==> src/rtl/fixed_latency_stage_ctrl_if.sv <==
// Handshake and datapath-capture signals of a fixed-latency stage controller.
// master: the surrounding logic (upstream, datapath, downstream).
// slave:  the controller itself.
interface fixed_latency_stage_ctrl_if #(
    parameter int unsigned DATA_WIDTH = 32,
    parameter int unsigned BUF_DEPTH  = 9
);
    localparam int unsigned OCC_W = $clog2(BUF_DEPTH + 1);

    logic                  flush;
    logic                  in_valid;
    logic                  in_ready;
    logic                  dp_issue;
    logic [DATA_WIDTH-1:0] dp_result;
    logic                  dp_result_valid;
    logic                  out_valid;
    logic                  out_ready;
    logic [DATA_WIDTH-1:0] out_data;
    logic [OCC_W-1:0]      occupancy;
    logic                  idle;

    modport master (
        output flush, in_valid, dp_result, out_ready,
        input  in_ready, dp_issue, dp_result_valid, out_valid, out_data, occupancy, idle
    );

    modport slave (
        input  flush, in_valid, dp_result, out_ready,
        output in_ready, dp_issue, dp_result_valid, out_valid, out_data, occupancy, idle
    );
endinterface

==> src/rtl/fixed_latency_stage_ctrl.sv <==
// Ready/valid controller for a non-stallable fixed-latency datapath.
// Issues are tracked by a valid-tag shift register; results land in a credit
// protected circular FIFO, so a result never arrives while the FIFO is full.
module fixed_latency_stage_ctrl #(
    parameter int unsigned LATENCY    = 7,
    parameter int unsigned II         = 1,
    parameter int unsigned DATA_WIDTH = 32,
    parameter int unsigned BUF_DEPTH  = 9
) (
    input logic                       clk,
    input logic                       rst,
    fixed_latency_stage_ctrl_if.slave bus
);
    localparam int unsigned OCC_W = $clog2(BUF_DEPTH + 1);
    localparam int unsigned PTR_W = (BUF_DEPTH > 1) ? $clog2(BUF_DEPTH) : 1;
    localparam logic [PTR_W-1:0] LAST_PTR = PTR_W'(BUF_DEPTH - 1);

    logic [LATENCY-1:0]    tags;
    logic [DATA_WIDTH-1:0] mem [BUF_DEPTH];
    logic [PTR_W-1:0]      wr_ptr;
    logic [PTR_W-1:0]      rd_ptr;
    logic [OCC_W-1:0]      buf_cnt;
    logic [OCC_W-1:0]      occ;
    logic                  ii_zero;
    logic                  in_ready;
    logic                  dp_issue;
    logic                  wr_en;
    logic                  out_valid;
    logic                  pop;

    // Circular pointer increment; depth need not be a power of two
    function automatic logic [PTR_W-1:0] ptr_inc(input logic [PTR_W-1:0] p);
        return (p == LAST_PTR) ? '0 : p + PTR_W'(1);
    endfunction

    // Accept only when spacing has elapsed and a result slot is reserved
    assign in_ready  = ~rst & ~bus.flush & ii_zero & (occ < OCC_W'(BUF_DEPTH));
    assign dp_issue  = bus.in_valid & in_ready;
    assign wr_en     = tags[LATENCY-1] & ~bus.flush;
    assign out_valid = (buf_cnt != '0) & ~bus.flush;
    assign pop       = out_valid & bus.out_ready;

    assign bus.in_ready        = in_ready;
    assign bus.dp_issue        = dp_issue;
    assign bus.dp_result_valid = tags[LATENCY-1];
    assign bus.out_valid       = out_valid;
    assign bus.out_data        = (buf_cnt != '0) ? mem[rd_ptr] : '0;
    assign bus.occupancy       = occ;
    assign bus.idle            = (occ == '0);

    // Minimum issue spacing counter; degenerates to a constant for II == 1
    if (II > 1) begin : g_ii
        localparam int unsigned II_W = $clog2(II);
        logic [II_W-1:0] ii_cnt;

        // Reload on issue, count down to zero otherwise
        always_ff @(posedge clk or posedge rst) begin
            if (rst) begin
                ii_cnt <= '0;
            end else if (bus.flush) begin
                ii_cnt <= '0;
            end else if (dp_issue) begin
                ii_cnt <= II_W'(II - 1);
            end else if (ii_cnt != '0) begin
                ii_cnt <= ii_cnt - II_W'(1);
            end
        end

        assign ii_zero = (ii_cnt == '0);
    end else begin : g_no_ii
        assign ii_zero = 1'b1;
    end

    // Valid-tag pipeline mirroring the datapath depth
    always_ff @(posedge clk or posedge rst) begin
        if (rst) begin
            tags <= '0;
        end else if (bus.flush) begin
            tags <= '0;
        end else begin
            tags <= (tags << 1) | LATENCY'(dp_issue);
        end
    end

    // Result storage; contents need no reset since pointers gate visibility
    always_ff @(posedge clk) begin
        if (wr_en) begin
            mem[wr_ptr] <= bus.dp_result;
        end
    end

    // FIFO pointers and fill count
    always_ff @(posedge clk or posedge rst) begin
        if (rst) begin
            wr_ptr  <= '0;
            rd_ptr  <= '0;
            buf_cnt <= '0;
        end else if (bus.flush) begin
            wr_ptr  <= '0;
            rd_ptr  <= '0;
            buf_cnt <= '0;
        end else begin
            if (wr_en) begin
                wr_ptr <= ptr_inc(wr_ptr);
            end
            if (pop) begin
                rd_ptr <= ptr_inc(rd_ptr);
            end
            case ({wr_en, pop})
                2'b10:   buf_cnt <= buf_cnt + OCC_W'(1);
                2'b01:   buf_cnt <= buf_cnt - OCC_W'(1);
                default: buf_cnt <= buf_cnt;
            endcase
        end
    end

    // Credit count: in-flight plus buffered transactions
    always_ff @(posedge clk or posedge rst) begin
        if (rst) begin
            occ <= '0;
        end else if (bus.flush) begin
            occ <= '0;
        end else begin
            case ({dp_issue, pop})
                2'b10:   occ <= occ + OCC_W'(1);
                2'b01:   occ <= occ - OCC_W'(1);
                default: occ <= occ;
            endcase
        end
    end
endmodule

==> src/flat_wrapper.sv <==
// flat-port wrapper written by rule: the top's interface ports become plain ports
module fixed_latency_stage_ctrl_flat 
#(
    parameter int unsigned LATENCY    = 7,
    parameter int unsigned II         = 1,
    parameter int unsigned DATA_WIDTH = 32,
    parameter int unsigned BUF_DEPTH  = 9
)
  (clk, rst, bus_flush, bus_in_valid, bus_dp_result, bus_out_ready, bus_in_ready, bus_dp_issue, bus_dp_result_valid, bus_out_valid, bus_out_data, bus_occupancy, bus_idle);
  fixed_latency_stage_ctrl_if #(.DATA_WIDTH(DATA_WIDTH), .BUF_DEPTH(BUF_DEPTH)) bus_i ();
  input logic clk;
  input logic rst;
  input wire logic [$bits(bus_i.flush)-1:0] bus_flush;
  input wire logic [$bits(bus_i.in_valid)-1:0] bus_in_valid;
  input wire logic [$bits(bus_i.dp_result)-1:0] bus_dp_result;
  input wire logic [$bits(bus_i.out_ready)-1:0] bus_out_ready;
  output wire logic [$bits(bus_i.in_ready)-1:0] bus_in_ready;
  output wire logic [$bits(bus_i.dp_issue)-1:0] bus_dp_issue;
  output wire logic [$bits(bus_i.dp_result_valid)-1:0] bus_dp_result_valid;
  output wire logic [$bits(bus_i.out_valid)-1:0] bus_out_valid;
  output wire logic [$bits(bus_i.out_data)-1:0] bus_out_data;
  output wire logic [$bits(bus_i.occupancy)-1:0] bus_occupancy;
  output wire logic [$bits(bus_i.idle)-1:0] bus_idle;
  assign bus_i.flush = bus_flush;
  assign bus_i.in_valid = bus_in_valid;
  assign bus_i.dp_result = bus_dp_result;
  assign bus_i.out_ready = bus_out_ready;
  assign bus_in_ready = bus_i.in_ready;
  assign bus_dp_issue = bus_i.dp_issue;
  assign bus_dp_result_valid = bus_i.dp_result_valid;
  assign bus_out_valid = bus_i.out_valid;
  assign bus_out_data = bus_i.out_data;
  assign bus_occupancy = bus_i.occupancy;
  assign bus_idle = bus_i.idle;
  fixed_latency_stage_ctrl #(.LATENCY(LATENCY), .II(II), .DATA_WIDTH(DATA_WIDTH), .BUF_DEPTH(BUF_DEPTH)) u_core (.clk(clk), .rst(rst), .bus(bus_i));
endmodule
==> config.mk <==
export PLATFORM = sky130hd
export DESIGN_NAME = fixed_latency_stage_ctrl_flat
export DESIGN_NICKNAME = d
export VERILOG_FILES = /design/src/rtl/fixed_latency_stage_ctrl_if.sv /design/src/rtl/fixed_latency_stage_ctrl.sv /design/src/flat_wrapper.sv
export SDC_FILE = /design/constraint.sdc
export NUM_CORES = 1
export LEC_CHECK = 0
export ABC_AREA = 1
export BUFFER_PORTS_ARGS = -buffer_cell sky130_fd_sc_hd__buf_2
export CAP_MARGIN = 40
export CORE_UTILIZATION = 39
export CTS_CLUSTER_SIZE = 30
export DETAILED_ROUTE_END_ITERATION = 16
export PLACE_DENSITY_LB_ADDON = 0.2
export SLEW_MARGIN = 15
export SYNTH_ARGS = -nofsm -noshare
export SYNTH_HDL_FRONTEND = slang
export SYNTH_SLANG_ARGS = --single-unit
export TNS_END_PERCENT = 30
==> constraint.sdc <==
create_clock -name clk -period 4.3 [get_ports clk]
set_input_delay 0.645 -clock clk [delete_from_list [all_inputs] [get_ports clk]]
set_output_delay 0.645 -clock clk [all_outputs]
set_load 0.03 [all_outputs]
==> Word-level counts from Yosys, hierarchy flattened <==
Memories as Yosys holds them, arrays and structs flattened.
Cells that the tools add are included.
{ "totals": {"mem_bits_rw": 288, "output_inout_bits": 41, "mem_bits_ro": 0, "mem_count": 1, "reg_bits": 23, "inputBits": 37, "latchBits": 0, "wordCells": 48} }
{ "mem_list": {"columns": ["memory", "depth", "word_bits", "rd", "rd_ports_with_merged_regs", "write_ports", "line", "rtl"], "rows": [
  ["u_core.mem", 9, 32, 1, 0, 1, "fixed_latency_stage_ctrl.sv:19", "logic [DATA_WIDTH-1:0] mem [BUF_DEPTH];"]
]} }
{ "op_classes": {"magnitude_cmp": 1, "multipliers": 0, "n_mux": 14, "n_eq_ne": 6, "div_mod_pow": 0, "shifts": 0, "n_bitwise": 9, "n_reduce_logical": 6, "addsub": 6} }
{ "ops": {"columns": ["operator", "count"], "rows": [
  ["2-to-1 mux 32 bit", 1],
  ["2-to-1 mux 4 bit", 8],
  ["adder 4 x 1 -> 4 bit (second input constant)", 4],
  ["case mux 4 bit (2 select lines)", 2],
  ["equality test 4 bit (second input constant)", 2],
  ["subtractor 4 x 1 -> 4 bit (second input constant)", 2],
  ["2-to-1 mux 7 bit", 1],
  ["bitwise OR 7 x 1 -> 7 bit", 1],
  ["bitwise AND 1 bit", 6],
  ["nonzero test 3 bit", 2],
  ["equality test 2 x 1 -> 1 bit (second input constant)", 2],
  ["equality test 2 bit (second input constant)", 2],
  ["logical NOT 4 bit", 1],
  ["< comparator 4 bit (second input constant)", 1],
  ["nonzero test 2 bit", 2],
  ["nonzero test 4 bit", 1],
  ["2-to-1 mux 1 bit", 2],
  ["inverter 1 bit", 2]
]} }

==> Depth between registers and ports, before layout <==
Gate-level depths: netlist of the first run.
{ "depth": {"ltp_word": 7, "ltp_mapped": 13, "ltp_nobuf": 13} }

==> Worst setup path after synthesis of the first run <==
OpenSTA, ideal clock, no wires.
{ "synth_path": {"path_type": "input to register", "from": "in bus_flush", "to": "mem u_core.mem[1][0] (enable)", "cell_stages": 4, "n_path_buf": 1, "path_slack_ps": 483, "required_time_ps": 3839, "setup_ps": 461, "arrival_time_ps": 3355, "cell_sequence": "buf_2 -> nor2_1 -> inv_1 -> nor3_1"} }
{ "synth_between": {"elab_chain_len": 4} }
{ "synth_lines": {"columns": ["item", "line", "rtl"], "rows": [
  ["start, declared", "flat_wrapper.sv:13", "input wire logic [$bits(bus_i.flush)-1:0] bus_flush;"],
  ["inverter 1 bit", "fixed_latency_stage_ctrl.sv:39", "assign wr_en = tags[LATENCY-1] & ~bus.flush;"],
  ["bitwise AND 1 bit", "fixed_latency_stage_ctrl.sv:39", null],
  ["2-to-1 mux 1 bit", "fixed_latency_stage_ctrl.sv:87", "if (wr_en) begin"],
  ["2-to-1 mux 1 bit (not written as such)", "fixed_latency_stage_ctrl.sv:88", "mem[wr_ptr] <= bus.dp_result;"],
  ["end, declared", "fixed_latency_stage_ctrl.sv:19", null]
]} }
No other way between the ends.

==> Final worst setup path of the first run <==
{ "layout_path": {"from": "reg u_core.rd_ptr[0]", "to": "out bus_out_data[3]"} }
{ "layout_between": {"elab_chain_len": 2} }
{ "layout_lines": {"columns": ["item", "line", "rtl"], "rows": [
  ["start, declared", "fixed_latency_stage_ctrl.sv:21", "logic [PTR_W-1:0] rd_ptr;"],
  ["start signal, assigned", "fixed_latency_stage_ctrl.sv:107", "rd_ptr <= ptr_inc(rd_ptr);"],
  ["memory (9 x 32 bit)", null, null],
  ["2-to-1 mux 32 bit", "fixed_latency_stage_ctrl.sv:47", "assign bus.out_data = (buf_cnt != '0) ? mem[rd_ptr] : '0;"],
  ["end, declared", "flat_wrapper.sv:21", "output wire logic [$bits(bus_i.out_data)-1:0] bus_out_data;"]
]} }
No other way between the ends.

==> results.sh, run 1 <==
export IMPL_status="completed"
export IMPL_met1_length_mm=12.96
export IMPL_grt_pass1_wl_mm=44.80
export IMPL_synth_area_um2=12680
export IMPL_fin_setup_tns_ns=0
export IMPL_nFillCells=2911
export IMPL_syn_inst=1000
export IMPL_finalWirelength_mm=28.76
export IMPL_timing_rr_start="u_core.tags[6]"
export IMPL_ant_nets=0
export IMPL_cts_hold_buffers=0
export IMPL_r2r_end="u_core.mem[8][2]"
export IMPL_cp_arrival_ns=2.96
export IMPL_grt_pass1_vias=7762
export IMPL_maxCapViolations=0
export IMPL_top_layer="met5"
export IMPL_rows=65
export IMPL_fmax_ghz=0.2776
export IMPL_place_ws_ns=1.186
export IMPL_crit_path_end_kind="primary output"
export IMPL_clk_pin_slew_ns=0.06
export IMPL_ctsResizeCount=0
export IMPL_synth_area_per_cell_um2=12.68
export IMPL_met3_wirelength_mm=1.293
export IMPL_drive_gt1_share_pct=16.73
export IMPL_cts_sinks=311
export IMPL_slew_headroom_pct=45.89
export IMPL_powerDensity_nw_per_um2=514.7
export IMPL_synth_compound_gate_area_share_pct=10.78
export IMPL_hold_violations=0
export IMPL_hold_class="input port to async pin"
export IMPL_fin_nets=1127
export IMPL_antenna_cells=0
export IMPL_portBuffers=77
export IMPL_gp_congestion=0.7390
export IMPL_grt_ovfl_total=0
export IMPL_post_route_util_pct=46.26
export IMPL_tightest_slew_ns=0.8066
export IMPL_first_pass_iters=7
export IMPL_area_delta_synth_final_pct=16.03
export IMPL_finalSetupViolations=0
export IMPL_ios=78
export IMPL_worstPathRequired_ns=3.65
export IMPL_layout_setup_ws_ns=0.6973
export IMPL_synth_cell_types=32
export IMPL_coreArea_um2=31800
export IMPL_antenna_found_initial=1
export IMPL_grt_max_degree=63
export IMPL_vias_per_cell=5.108
export IMPL_initial_core_util_pct=39.87
export IMPL_p_leak_uw=0.005508
export IMPL_cts_buffers=35
export IMPL_wl_per_cell_um=18.66
export IMPL_vias=7872
export IMPL_yosys_area_share_adder_pct=1.145
export IMPL_dpl_cell_area_um2=13530
export IMPL_r2r_setup_slack_ns=1.97
export IMPL_die_x_um=182.3
export IMPL_clk_latency_ns=0.51
export IMPL_synth_seq_cells=311
export IMPL_ff2ff_path_depth=5
export IMPL_initialDrtViolationCount=573
export IMPL_cts_tree="done"
export IMPL_clock_skew_ns=0.009076
export IMPL_ir_worst_vdd_uv=342.4
export IMPL_wl_met2_mm=13.88
export IMPL_cp_max_fo=61
export IMPL_die_area_um2=33240
export IMPL_synth_top_family_by_area="compound AO/OA/AOI/OAI gates"
export IMPL_post_route_min_period_ns=3.603
export IMPL_yosysWarnings=0
export IMPL_grt_usage_pct=17.62
export IMPL_post_route_period_util_pct=83.78
export IMPL_cts_root_buf="clkbuf_16"
export IMPL_synthSimpleGateAreaFrac_pct=9.996
export IMPL_start_kind="register"
export IMPL_rsz0062_at_grt="false"
export IMPL_yosys_area_share_xor_xnor_pct=0.5526
export IMPL_synth_seq_area_share_pct=72.75
export IMPL_cts_setup_buffers=0
export IMPL_htreeDepth=2
export IMPL_stdcell_area_um2=14710
export IMPL_route_detailed_drc=0
export IMPL_dieHeight_um=182.3
export IMPL_synth_area_mux_share_pct=0
export IMPL_syn_nets=1048
export IMPL_dp_hpwl_mm=15.41
export IMPL_slew_viol_final=0
export IMPL_crit_type="register to primary output"
export IMPL_clk_path_buf_depth=3
-- power breakdown --
part           total [uW]  switching, uW  leakage (uW)  internal, uW
combinational        1130            779       0.00203           347
sequential           3380           56.6       0.00290          3320
clock                3070           1180      0.000574          1880
-- state kept, by name, summed over array words and instances (netlist names) --
name / flops
u_core.tags: 7
u_core.bus.occupancy: 4
u_core.wr_ptr: 4
u_core.rd_ptr: 4
u_core.mem: 288
u_core.buf_cnt: 4
-- worst max path at each step --
| stage | slack, ns | to | from |
|---|---|---|---|
| after floorplan | 0.48 | u_core.mem[1][0] | bus_flush |
| after global placement | 1.20 | bus_out_data[2] | u_core.rd_ptr[0] |
| after detailed placement | 1.19 | bus_out_data[3] | u_core.rd_ptr[0] |
| after CTS | 0.63 | bus_out_data[3] | u_core.rd_ptr[0] |
| after global routing | 0.45 | bus_out_data[2] | u_core.rd_ptr[0] |
| final | 0.70 | bus_out_data[3] | u_core.rd_ptr[0] |
-- cell families after synthesis --
logic type	count (synthesis)
and+or+nand+nor	305
adders and majority gates	11
xor gates and xnor gates	8
buffers and inverters	125
DFF	311
AOI/OAI and AO/OA	240
-- synth_stat cells (all sizes together) --
cell / count / area [um2]
nand3b: 2 / 15.01
o21ai: 137 / 685.7
xor2: 4 / 35.03
o22ai: 68 / 425.4
a21oi: 3 / 15.01
inv: 63 / 239.0
clkinv: 2 / 7.510
o211ai: 32 / 240.2
nor2: 136 / 513.0
fa: 1 / 20.02
dfrtp: 23 / 575.6
ha: 10 / 125.1
edfxtp: 288 / 8648
or2: 15 / 93.84
buf: 35 / 265.3
nand4: 1 / 6.260
clkbuf: 25 / 95.09
nor3: 5 / 25.02
nand2: 99 / 374.1
nand3: 47 / 240.2
xnor2: 4 / 35.03
-- per-stage QoR --
stage / hold slack [ns] / std cells / total power, uW
2_1_floorplan: 0.4340 / 1000 / 4300
3_3_place_gp: 0.4358 / 1476 / 4577
3_5_place_dp: 0.4522 / 1477 / 4588
4_1_cts: 0.06395 / 1541 / 7662
5_1_grt: 0.09088 / 1541 / 7881
6_report: 0.07979 / 1541 / 7573
-- cell type report --
class | count | area (um2) | share of cell area (%)
repair buffers | 102 | 605.6 | 4.116
clock buffers | 43 | 915.9 | 6.226
well taps | 435 | 544.3 | 3.700
inverters | 65 | 246.5 | 1.675
flip-flops and latches | 311 | 9228 | 62.72
clock inverters | 21 | 265.3 | 1.803
multi-input cells | 564 | 2907 | 19.76
-- cells in the final DEF, fill, tap and decap left out, types with 2 or more instances in the layout --
cell type  synthesis  routed
a21oi_1            3       3
buf_2             17      77
buf_4              3      23
bufinv_16          0       6
clkbuf_1          24       7
clkbuf_16          0      35
clkinv_1           2       7
clkinv_2           0       4
dfrtp_1           23      22
edfxtp_1         288     288
ha_1              10      10
inv_1             61      60
inv_2              1       3
inv_6              0       3
nand2_1           98      98
nand3_1           46      46
nand3b_1           2       2
nor2_1           135     130
nor2_4             0       5
nor3_2             0       4
o211ai_1          32      32
o21ai_0           97      97
o21ai_1           40      40
o22ai_1           68      68
or2_2             15      15
xnor2_1            4       4
xor2_1             4       4
-- per-layer routing --
| metal | vias up | track usage (%) |
|---|---|---|
| met5 | - | 0 |
| met4 | 2 | 5.882 |
| met3 | 47 | 2.774 |
| met2 | 181 | 29.58 |
| met1 | 3858 | 23.36 |
| li1 | 3784 | - |
-- critical path, stage by stage, from the launching register on --
cell and delay (ns):
dfrtp_4 0.69, inv_4 0.56, buf_4 0.37, o21ai_0 0.12, o22ai_1 0.18, nand2_1 0.07, nand3_1 0.10, o211ai_1 0.10
inv_1 0.08, buf_2 0.19
Power figures use the tool's default switching activity.
==> run 2, diff against run 1 <==
--- a/config.mk
+++ b/config.mk
@@ -5,7 +5,7 @@
 export SDC_FILE = /design/constraint.sdc
 export NUM_CORES = 1
 export LEC_CHECK = 0
-export ABC_AREA = 1
+export ABC_AREA = 0
 export BUFFER_PORTS_ARGS = -buffer_cell sky130_fd_sc_hd__buf_2
 export CAP_MARGIN = 40
 export CORE_UTILIZATION = 39
==> constraint.sdc (replaced) <==
create_clock -name clk -period 3.6 [get_ports clk]
set_input_delay 0.54 -clock clk [delete_from_list [all_inputs] [get_ports clk]]
set_output_delay 0.54 -clock clk [all_outputs]
set_load 0.03 [all_outputs]
==> run 2 against run 1 <==
Compared with the run above: sequential share of layout area increased by 1.2 points; clock-buffer cell count decreased by 7; synthesized cell count decreased by 35%; critical path depth decreased by 2; critical endpoint is now bus_out_data[21]; largest power group unchanged; cell count decreased by 24%; highest routed layer is now met4; core utilization increased by 0.42 points; total power decreased by 3.0%; sequential power increased by 17%; die area decreased by 2.5%.
==> results.sh, run 2 <==
export IMPL_cts_buffers=31
export IMPL_initialDrtViolationCount=404
export IMPL_post_route_util_pct=46.68
export IMPL_crit_chain="buf_12 -> mux4_2 -> mux2i_1 -> nor2_1 -> a21oi_1 -> nor2_1 -> buf_2"
export IMPL_yosysWarnings=0
export IMPL_synth_largest_area_cell="edfxtp_1"
export IMPL_place_ws_ns=0.6603
export IMPL_slew_headroom_pct=52.08
export IMPL_antenna_found_initial=2
export IMPL_grt_pass1_vias=6571
export IMPL_wl_per_cell_um=21.65
export IMPL_clk_latency_ns=0.55
export IMPL_synth_area_um2=12360
export IMPL_finalWirelength_mm=25.33
export IMPL_finalSetupViolations=0
export IMPL_grt_max_degree=35
export IMPL_ios=78
export IMPL_max_flop_register="u_core.mem"
export IMPL_cts_tree="done"
export IMPL_hold_class="input port to register"
export IMPL_fmax_ghz=0.3041
export IMPL_powerDensity_nw_per_um2=509.0
export IMPL_route_detailed_drc=0
export IMPL_synthFlopType="edfxtp_1"
export IMPL_ys_top_cells_by_count="288 x edfxtp_1, 80 x nor2_1, 64 x mux4_2"
export IMPL_cp_common_cell="nor2_1"
export IMPL_clk_pin_slew_ns=0.06
export IMPL_crit_family="multiplexers"
export IMPL_fin_nets=799
export IMPL_syn_nets=701
export IMPL_status="completed"
export IMPL_grt_ovfl_total=0
export IMPL_die_area_um2=32410
export IMPL_path_buf_inv=2
export IMPL_tightest_slew_ns=0.7188
export IMPL_yosys_top_cells_area="edfxtp_1 70%, mux4_2 12%, dfrtp_1 4.7%"
export IMPL_crit_type="register to primary output"
export IMPL_start_kind="register"
export IMPL_vias=6138
export IMPL_rsz0062_at_grt="false"
export IMPL_grt_usage_pct=15.88
export IMPL_post_route_min_period_ns=3.289
export IMPL_mostFrequentLayoutCell="edfxtp_1"
export IMPL_die_x_um=180.0
export IMPL_dieHeight_um=180.0
export IMPL_dpl_cell_area_um2=13380
export IMPL_fin_setup_tns_ns=0
export IMPL_cts_setup_buffers=0
export IMPL_async_flop_share_pct=7.395
export IMPL_synth_cell_types=43
export IMPL_cp_arrival_ns=2.75
export IMPL_ir_worst_vdd_uv=293.9
export IMPL_stdcell_area_um2=14430
export IMPL_reg_largest_list="u_core.mem (288), u_core.tags (7)"
export IMPL_grt_pass1_wl_mm=39.14
export IMPL_maxCapViolations=0
export IMPL_p_leak_uw=0.004802
export IMPL_synth_area_per_cell_um2=18.93
export IMPL_rows=64
export IMPL_synth_top_cell_area_share_pct=69.97
export IMPL_clock_skew_ns=0.01014
export IMPL_worstPathRequired_ns=3.06
export IMPL_largest_register_ffs=288
export IMPL_post_synth_top_count_cell="edfxtp_1"
export IMPL_htreeDepth=1
export IMPL_first_pass_iters=4
export IMPL_synth_edf_count=288
export IMPL_hold_violations=0
export IMPL_cpPeakStageDelay_ns=0.64
export IMPL_slew_viol_final=0
export IMPL_post_route_period_util_pct=91.36
export IMPL_coreArea_um2=30910
export IMPL_drive_gt1_share_pct=29.79
export IMPL_gp_congestion=0.7535
export IMPL_cts_sinks=311
export IMPL_cp_max_fo=32
export IMPL_area_delta_synth_final_pct=16.75
export IMPL_vias_per_cell=5.246
export IMPL_initial_core_util_pct=39.99
export IMPL_clk_path_buf_depth=3
export IMPL_synth_seq_area_share_pct=74.63
export IMPL_portBuffers=77
export IMPL_cts_root_buf="clkbuf_16"
export IMPL_critical_path_slowest_cell="dfrtp_4"
export IMPL_final_cell_mix="288 x edfxtp_1, 80 x nor2_1, 77 x buf_2, 64 x mux4_2, 38 x a21oi_1"
export IMPL_crit_path_end_kind="primary output"
export IMPL_layout_setup_ws_ns=0.3112
export IMPL_ant_nets=0
export IMPL_synth_seq_cells=311
export IMPL_dp_hpwl_mm=13.69
export IMPL_syn_inst=653
[run 2: cell count changes after synthesis, moves of 11 or more]
cell / previous run / this run
nand3_1: 46 / 3
inv_1: 61 / 6
or2_2: 15 / 0
buf_6: 12 / 1
a21oi_1: 3 / 38
nor2_1: 135 / 80
o21ai_1: 40 / 0
o211ai_1: 32 / 0
mux4_2: 0 / 64
mux2i_1: 0 / 36
o22ai_1: 68 / 0
o21ai_0: 97 / 9
nand2_1: 98 / 10
[run 2: worst paths after layout]
path / start / endpoint / slack [ns] / cells after the start
worst min-delay path: bus_in_valid / u_core.tags[0] / 0.27 / 2
worst min register to register: u_core.tags[0] / u_core.tags[1] / 0.46 / 1
min in group asynchronous: rst / u_core.rd_ptr[0] / 0.57 / 3
worst max register to register: u_core.bus.occupancy[1] / u_core.bus.occupancy[3] / 0.68 / 9
worst max-delay path: u_core.rd_ptr[0] / bus_out_data[21] / 0.31 / 7
max in group asynchronous: rst / u_core.bus.occupancy[0] / 2.59 / 4
[run 2: power by group]
part	internal, uW	switching (uW)	total, uW
registers	3950	3.30	3950
clock network	2000	1290	3290
logic	31.3	75.6	107
total	5980	1370	7340
[run 2: stage by stage]
stage                     total power (uW)  hold slack (ns)  cells
after floorplan                       4064           0.4385    653
after CTS                             7434           0.2439   1168
after detailed placement              4134           0.4542   1113
after global routing                  7581           0.2634   1168
final                                 7345           0.2740   1170
after global placement                4124           0.4479   1112
[run 2: metal layers]
layer	vias to the layer above	part of all wire, %	global-route usage, %
met1	3195	44	20.82
met5	-	0	0
met3	34	4.2	2.769
met2	123	51	27.64
met4	0	1.5	3.658
li1	2786	-	-
[run 2: repair_timing]
action                                 4_1_cts  5_1_grt
resized for setup                            0        0
hold buffers                                 1        0
endpoints found under the hold margin        3        0
setup endpoints to repair                    0        0
[run 2: logic make-up after synthesis]
logic type	after synthesis	synth area share, %
flip-flops	311	74.63
multiplexers	101	14.70
adder cells (fa/ha/maj)	11	1.174
buffers and inverters	40	1.427
AO/OA/AOI/OAI	57	2.582
AND/OR/NAND/NOR	126	4.839
XOR/XNOR	7	0.6479
[run 2: area by class of cell]
class                   count  area, um2
diodes                      2      5.005
clock buffers              36      794.5
clock inverters            18      242.7
fillers                  2628      16480
inverters                   6      22.52
multi-input cells         302       2990
flip-flops and latches    311       9231
well taps                 396      495.5
repair buffers             99      648.1
==> run 3, diff against run 2 <==
--- a/config.mk
+++ b/config.mk
@@ -8,7 +8,8 @@
 export ABC_AREA = 0
 export BUFFER_PORTS_ARGS = -buffer_cell sky130_fd_sc_hd__buf_2
 export CAP_MARGIN = 40
-export CORE_UTILIZATION = 39
+export CORE_ASPECT_RATIO = 0.9
+export CORE_UTILIZATION = 25
 export CTS_CLUSTER_SIZE = 30
 export DETAILED_ROUTE_END_ITERATION = 16
 export PLACE_DENSITY_LB_ADDON = 0.2
==> run 3 against run 2 <==
Compared with the run above: total power down 0.42%; worst hold slack worse by 0.20 ns; via count up 1.1%; design area grew 2.4%; critical path depth unchanged; critical path type unchanged; critical endpoint is now bus_out_data[15]; largest cell class unchanged; largest power group unchanged.
==> results.sh, run 3 (same netlist as run 2, synthesis figures left out) <==
export IMPL_gp_congestion=0.7148
export IMPL_vias_per_cell=4.413
export IMPL_cpPeakStageDelay_ns=0.54
export IMPL_powerDensity_nw_per_um2=494.8
export IMPL_worstPathRequired_ns=3.06
export IMPL_ff2ff_path_depth=9
export IMPL_post_route_period_util_pct=88.04
export IMPL_grt_usage_pct=11.48
export IMPL_whs_ns=0.07641
export IMPL_clk_pin_slew_ns=0.06
export IMPL_finalSetupViolations=0
export IMPL_p_seq_share_pct=54.0
export IMPL_critical_path_slowest_cell="mux4_2"
export IMPL_r2r_end="u_core.bus.occupancy[3]"
export IMPL_cts_hold_buffers=0
export IMPL_dp_hpwl_mm=16.31
export IMPL_status="completed"
export IMPL_fmax_ghz=0.3155
export IMPL_crit_type="register to primary output"
export IMPL_max_flop_register="u_core.mem"
export IMPL_timing_rr_start="u_core.bus.occupancy[1]"
export IMPL_mostFrequentLayoutCell="edfxtp_1"
export IMPL_clk_path_buf_depth=3
export IMPL_hold_class="input port to async pin"
export IMPL_power_switching_share_pct=20.17
export IMPL_drive_gt1_share_pct=29.80
export IMPL_finalWirelength_mm=28.03
export IMPL_portBuffers=77
export IMPL_rows=76
export IMPL_initialDrtViolationCount=405
export IMPL_tightest_slew_ns=0.7311
export IMPL_rsz0062_at_grt="false"
export IMPL_fin_setup_tns_ns=0
export IMPL_fin_nets=807
export IMPL_largest_register_ffs=288
export IMPL_grt_pass1_vias=6619
export IMPL_clk_latency_ns=0.52
export IMPL_grt_ovfl_total=0
export IMPL_final_cell_mix="288 x edfxtp_1, 80 x nor2_1, 77 x buf_2, 64 x mux4_2, 38 x a21oi_1"
export IMPL_ir_worst_vdd_uv=272.4
export IMPL_cts_sinks=311
export IMPL_first_pass_iters=4
export IMPL_htreeDepth=2
export IMPL_initial_core_util_pct=25.59
export IMPL_grt_max_degree=40
export IMPL_crit_chain="buf_12 -> mux4_2 -> mux2i_1 -> nor2_1 -> a21oi_1 -> nor2_1 -> buf_2"
export IMPL_p_int_uw=5839
export IMPL_reg_largest_list="u_core.mem (288), u_core.tags (7)"
export IMPL_wl_per_cell_um=19.94
export IMPL_crit_path_end_kind="primary output"
export IMPL_hold_violations=0
export IMPL_clock_skew_ns=0.01776
export IMPL_r2r_setup_slack_ns=0.62
export IMPL_die_area_um2=50330
export IMPL_cts_tree="done"
export IMPL_ios=78
export IMPL_p_clk_share_pct=44.5
export IMPL_start_kind="register"
export IMPL_die_x_um=236.4
export IMPL_antenna_cells=0
export IMPL_route_detailed_drc=0
export IMPL_dieHeight_um=212.9
export IMPL_p_leak_uw=0.004826
export IMPL_slew_viol_final=0
export IMPL_cts_setup_buffers=0
export IMPL_coreArea_um2=48310
export IMPL_cts_buffers=35
export IMPL_slew_headroom_pct=51.26
export IMPL_power_frac_comb_pct=1.5
export IMPL_vias=6204
export IMPL_cp_arrival_ns=2.63
export IMPL_power_switching_uw=1475
export IMPL_post_route_min_period_ns=3.169
export IMPL_area_delta_synth_final_pct=19.60
export IMPL_total_power_uw=7314
export IMPL_antenna_found_initial=2
export IMPL_maxCapViolations=0
export IMPL_ctsResizeCount=0
export IMPL_ant_nets=0
export IMPL_cp_common_cell="nor2_1"
export IMPL_cp_max_fo=30
export IMPL_grt_pass1_wl_mm=42.83
export IMPL_cts_root_buf="clkbuf_16"
[run 3: layout make-up]
type	instances	area (um2)
fillers	4763	33520
flip-flops and latches	311	9231
inverters	6	22.52
clock inverters	18	128.9
well taps	624	780.7
clock buffers	42	902.1
repair buffers	103	725.7
multi-input cells	302	2990
[run 3: worst max-delay path: cells and delay by family (launching register included)]
| family | cells | cell delay [ns] |
|---|---|---|
| multiplexers | 2 | 0.69 |
| flip-flops | 1 | 0.46 |
| buffers and inverters | 2 | 0.46 |
| AO/OA/AOI/OAI | 1 | 0.33 |
| AND/OR/NAND/NOR | 2 | 0.15 |
[run 3: metrics by stage]
stage	setup WS, ns	instance area (um2)	std cells	utilization [%]
after floorplan	0.2971	12370	653	-
after global placement	0.6726	13740	1345	28.43
after detailed placement	0.6211	13750	1346	28.47
after CTS	0.3593	14780	1406	30.60
after global routing	0.2743	14780	1406	30.60
final	0.4306	14780	1406	30.60
[run 3: worst max-delay path by stage]
stage                     cells after the start                      end               startpoint  slack, ns
after floorplan                               3         u_core.mem[8][0]                bus_flush       0.30
after global placement                        9  u_core.bus.occupancy[3]                bus_flush       0.67
after detailed placement                      9  u_core.bus.occupancy[3]  u_core.bus.occupancy[1]       0.62
after CTS                                     7         bus_out_data[15]         u_core.rd_ptr[0]       0.36
after global routing                          7         bus_out_data[15]         u_core.rd_ptr[0]       0.27
final                                         7         bus_out_data[15]         u_core.rd_ptr[0]       0.43
[run 3: layer usage]
| layer | vias to the layer above | wire, um | part of all wire [%] | global-route usage (%) |
|---|---|---|---|---|
| met4 | 4 | 531 | 1.9 | 3.247 |
| met1 | 3240 | 13450 | 48 | 16.09 |
| met2 | 111 | 12870 | 46 | 18.04 |
| met3 | 48 | 1148 | 4.1 | 2.314 |
| met5 | - | 26 | 0.093 | 0 |
| li1 | 2801 | - | - | - |
[run 3: power groups by stage]
stage / Sequential (uW) / Combinational (uW) / Clock, uW
after CTS: 3950 / 114 / 3360
after floorplan: 4030 / 32.7 / 0
after global placement: 4030 / 110 / 0
after detailed placement: 4030 / 113 / 0
after global routing: 3950 / 124 / 3510
final: 3950 / 111 / 3250
